**src/rtl/mem_lsu.sv**
```systemverilog
// Load/store sequencer in front of the OTTER block-RAM memory: one access per request,
// waits out the one-cycle read latency and returns registered data/error over valid/ready.
module mem_lsu #(
   parameter int BUS_WIDTH  = 32,
   parameter int ADDR_WIDTH = 13
) (
   input  logic                 clk,
   input  logic                 rst_n,
   input  logic                 req_valid,
   output logic                 req_ready,
   input  logic                 req_we,
   input  logic [BUS_WIDTH-1:0] req_addr,
   input  logic [BUS_WIDTH-1:0] req_wdata,
   input  logic [1:0]           req_size,
   input  logic                 req_sign,
   output logic                 resp_valid,
   input  logic                 resp_ready,
   output logic [BUS_WIDTH-1:0] resp_rdata,
   output logic                 resp_error,
   output logic                 mem_we,
   output logic [BUS_WIDTH-1:0] mem_addr,
   output logic [BUS_WIDTH-1:0] mem_data,
   output logic [1:0]           mem_size,
   output logic                 mem_sign,
   input  logic [BUS_WIDTH-1:0] mem_out,
   input  logic                 mem_error
);

   typedef enum logic [1:0] {IDLE, ACCESS, READ, DONE} state_t;

   // The memory's word address must fit inside the byte-address bus.
   if (ADDR_WIDTH > BUS_WIDTH) begin : g_addr_wider_than_bus
   end

   state_t               state_q;
   logic                 we_q;
   logic                 sign_q;
   logic [1:0]           size_q;
   logic [BUS_WIDTH-1:0] addr_q;
   logic [BUS_WIDTH-1:0] wdata_q;
   logic [BUS_WIDTH-1:0] rdata_q;
   logic                 err_q;
   logic                 fault;

   assign fault = mem_error || (size_q == 2'b11);

   always_ff @(posedge clk) begin
      if (!rst_n) begin
         state_q <= IDLE;
         we_q    <= 1'b0;
         sign_q  <= 1'b0;
         size_q  <= 2'b00;
         addr_q  <= '0;
         wdata_q <= '0;
         rdata_q <= '0;
         err_q   <= 1'b0;
      end else begin
         case (state_q)
            IDLE: begin
               if (req_valid) begin
                  we_q    <= req_we;
                  sign_q  <= req_sign;
                  size_q  <= req_size;
                  addr_q  <= req_addr;
                  wdata_q <= req_wdata;
                  state_q <= ACCESS;
               end
            end
            ACCESS: begin
               if (fault || we_q) begin
                  err_q   <= fault;
                  rdata_q <= '0;
                  state_q <= DONE;
               end else begin
                  state_q <= READ;
               end
            end
            READ: begin
               rdata_q <= mem_out;
               err_q   <= 1'b0;
               state_q <= DONE;
            end
            DONE: begin
               if (resp_ready) state_q <= IDLE;
            end
            default: state_q <= IDLE;
         endcase
      end
   end

   assign req_ready  = (state_q == IDLE);
   assign resp_valid = (state_q == DONE);
   assign resp_rdata = rdata_q;
   assign resp_error = err_q;

   // Gated by rst_n so a store caught by reset in ACCESS never reaches the RAM.
   assign mem_we   = rst_n && (state_q == ACCESS) && we_q && !fault;
   assign mem_addr = addr_q;
   assign mem_data = wdata_q;
   assign mem_size = size_q;
   assign mem_sign = sign_q;

endmodule

```
**config.mk**
```make
export PLATFORM = sky130hd
export DESIGN_NAME = mem_lsu
export DESIGN_NICKNAME = d
export VERILOG_FILES = /design/src/rtl/mem_lsu.sv
export SDC_FILE = /design/constraint.sdc
export NUM_CORES = 1
export LEC_CHECK = 0
export CORE_MARGIN = 2
export CORE_UTILIZATION = 41
export CTS_CLUSTER_SIZE = 40
export DETAILED_ROUTE_END_ITERATION = 6
export PLACE_DENSITY = 0.79
export SYNTH_ARGS = -nofsm -noshare
export SYNTH_HDL_FRONTEND = slang
export SYNTH_SLANG_ARGS = --single-unit
export TNS_END_PERCENT = 50
```
**constraint.sdc**
```tcl
create_clock -name clk -period 2.4 [get_ports clk]
set_clock_uncertainty 0.15 [all_clocks]
set_input_delay 0.36 -clock clk [delete_from_list [all_inputs] [get_ports clk]]
set_output_delay 0.36 -clock clk [all_outputs]
set_load 0.02 [all_outputs]
```
==> summary.md <==
| Metric | Value |
|---|---|
| Final hold vios | `0` |
| Syn_area_per_cell | `8.24 um^2` |
| Worst r2r src | `state_q[0]` |
| GRT Util Overall | `0.223` |
| Via-to-Cell Ratio | `5.22` |
| Multi-input logic area | `1930 um^2` |
| FP Rows | `37` |
| Layout area overhead | `53.7%` |
| Ys flop type | `dfxtp_1` |
| Post-synthesis sequential area ratio | `0.484` |
| R2R Path End | `mem_data[18]` |
| Worst IR drop on VDD | `0.000580 V` |
| Synthesis Warnings | `0` |
| Die area | `11200 um^2` |
| Clk Latency, worst-skew pair | `0.35 ns` |
| PwrDens | `922 nW/um^2` |
| Req. time, crit path | `1.89 ns` |
| Leak | `2.25 nW` |
| Setup TNS Final | `0 ns` |
| Unrepaired setup endpoints after global routing | `no` |
| Router iterations before antenna repair | `5` |
| Die width | `106 um` |
| Fillers | `835` |
| Post-synth top area share | `0.484` |
| Register area | `2060 um^2` |
| FF-to-FF setup slack | `0.52 ns` |
| Cell count after synthesis | `517` |
| Deepest clock path buffer count | `2` |
| Crit path max fanout | `5` |
| Async set-reset flop share out of synthesis | `0` |
| CTS tree | `built` |
| Boundary Pins | `208` |
| Period utilisation layout | `0.937` |
| Max-slew headroom | `0.578` |
| Post-CTS setup repair buffer count | `0` |
| CTS Buf Count | `9` |
| CP startpoint | `state_q[1]` |
| # diodes | `0` |
| Remaining DRCs | `0` |
| Max cap viols | `0` |
| Post-Route WL | `12800 um` |
| Total number of vias | `4367` |
| Initial core utilization | `0.418` |
| Worst Setup End Kind | `primary output` |
| Chip height | `106 um` |
| GP Congestion | `0.750` |
| WS Path Type | `reg2out` |
| FF-to-FF path depth | `6` |
| Number of global-route vias before repair | `4289` |
| Port Buffers | `207` |
| Final worst slack | `0.150 ns` |
| Clk sinks | `103` |
| Status | `completed` |
| HPWL after DPL | `8810 um` |
| Crit-path cells | `inv_1 > ha_2 > and2_1 > and3_1 > dlygate4sd2_1` |
| Initial antenna violation count | `1` |
| Final Slew Violations | `0` |
| 1st-iter DRT viols | `229` |
| ANT nets after route | `0` |
| Worst Path Arrival | `1.74 ns` |
| CP Capture Point | `mem_we` |
| WP depth | `5` |
| Clock transition at path regs | `0.10 ns` |
| CP Buf/Inv Count | `2` |
| Yosys top cell by area | `dfxtp_1` |
| Final Critical Period | `2.25 ns` |
| Count leader, synth | `nand2_1` |
| HP Class | `reg2reg` |
| First-pass GRT wire length | `20600 um` |
| Largest net degree at the start of global routing | `69` |
| Final core occ | `0.643` |
| Ranking of synthesized cells by area | `dfxtp_1 48%, nand2_1 15%, a21oi_1 8.1%` |
| Grt ovf | `0` |
| Slowest stage cell, crit path | `dfxtp_1` |
| Average wire per standard cell | `15.3 um` |
| Most common library cells after synthesis | `170 x nand2_1, 103 x dfxtp_1, 69 x a21oi_1` |
| EDFF count, synth | `0` |
| Root buf cell | `clkbuf_8` |
| Worst Setup Start Kind | `flip-flop` |
| Yosys cell types | `32` |
| Post-Syn Area | `4260 um^2` |
| Max incr delay on CP | `0.36 ns` |
| DP Worst Slack | `0.149 ns` |
| Final net count | `806` |
| Core area | `10200 um^2` |
| Ratio of cells with drive above 1 in the final layout | `0.0514` |
| Worst Tran Pin Value | `0.634 ns` |
| H-tree depth | `3` |
| Highest Clock Rate | `445 MHz` |
| Net Count, Synth | `627` |
| Flops & latches, synth | `103` |
| Top Family by Delay on Critical Path | `buffers and inverters` |
| Final setup viols | `0` |
## state kept, by name, summed over array words and instances (netlist names)
signal,count
mem_addr,32
mem_data,32
resp_rdata,32
mem_size,2
state_q,2
mem_sign,1
resp_error,1
we_q,1
## power breakdown
group	internal [mW]	leakage, nW	switching (mW)
Combinational	1.18	1.33	1.56
Clock	0.393	0.0814	0.622
Sequential	2.06	0.841	0.220
## cells in the final DEF (no fill, tap or decap), types with 2 or more instances in the layout
master	count
clkdlybuf4s50_1	205
nand2_1	169
dfxtp_1	103
a21oi_1	69
nand3_1	32
nand4b_1	32
o221ai_1	32
clkbuf_8	9
buf_4	9
ha_1	4
inv_1	3
clkinvlp_4	3
buf_12	3
nor2b_1	2
inv_6	2
## per-stage QoR
stage	total power, mW	hold WS (ns)	cells	area (um^2)
after global placement	4.98	0.291	821	6370
after floorplan	3.94	0.346	517	4260
after detailed placement	5.06	0.296	821	6370
final	6.03	0.308	837	6550
after CTS	6.09	0.310	837	6540
after global routing	6.41	0.326	837	6550
## area by class of cell
cell class / instances / share of cell area
Clock buffer: 10 / 0.0195
Clock inverter: 6 / 0.00784
Timing Repair Buffer: 219 / 0.335
Sequential cell: 103 / 0.315
Multi-Input combinational cell: 359 / 0.294
Tap cell: 136 / 0.0260
Inverter: 4 / 0.00229
## metal layers
metal  routed length, um  track usage  up-vias
met5                  13            0        -
li1                    -            -     2145
met4                 217       0.0752        2
met2                6440        0.366      177
met1                4940        0.271     2021
met3                1170       0.0803       22
## worst min-delay path, stage by stage, from the launching register on
cell	delay, ns
dfxtp_1	0.32
nand2_1	0.05
a21oi_1	0.05
## cell families (layout without fill, tap and decap cells)
logic type	after synthesis	count (layout)	synth area share
and+or+nand+nor	246	246	0.272
AOI/OAI and AO/OA	108	108	0.164
DFF	103	103	0.484
buffers and inverters	55	239	0.0652
adders and majority gates	5	5	0.0147
## worst min-delay path by stage
stage	slack, ns	depth (start not counted)	from	to
global placement	0.29	2	mem_data[15]	mem_data[15]
finish	0.31	2	mem_data[14]	mem_data[14]
detailed placement	0.30	2	mem_addr[9]	mem_addr[9]
CTS	0.31	2	mem_data[14]	mem_data[14]
global route	0.33	2	mem_data[14]	mem_data[14]
floorplan	0.35	2	req_addr[10]	mem_addr[10]
## what timing repair did
action                                  4_1_cts  5_1_grt
hold buffers                                  0        0
gates resized for setup                       1        1
endpoints found under the setup margin        1        1
(Power assumes the default switching activity.)
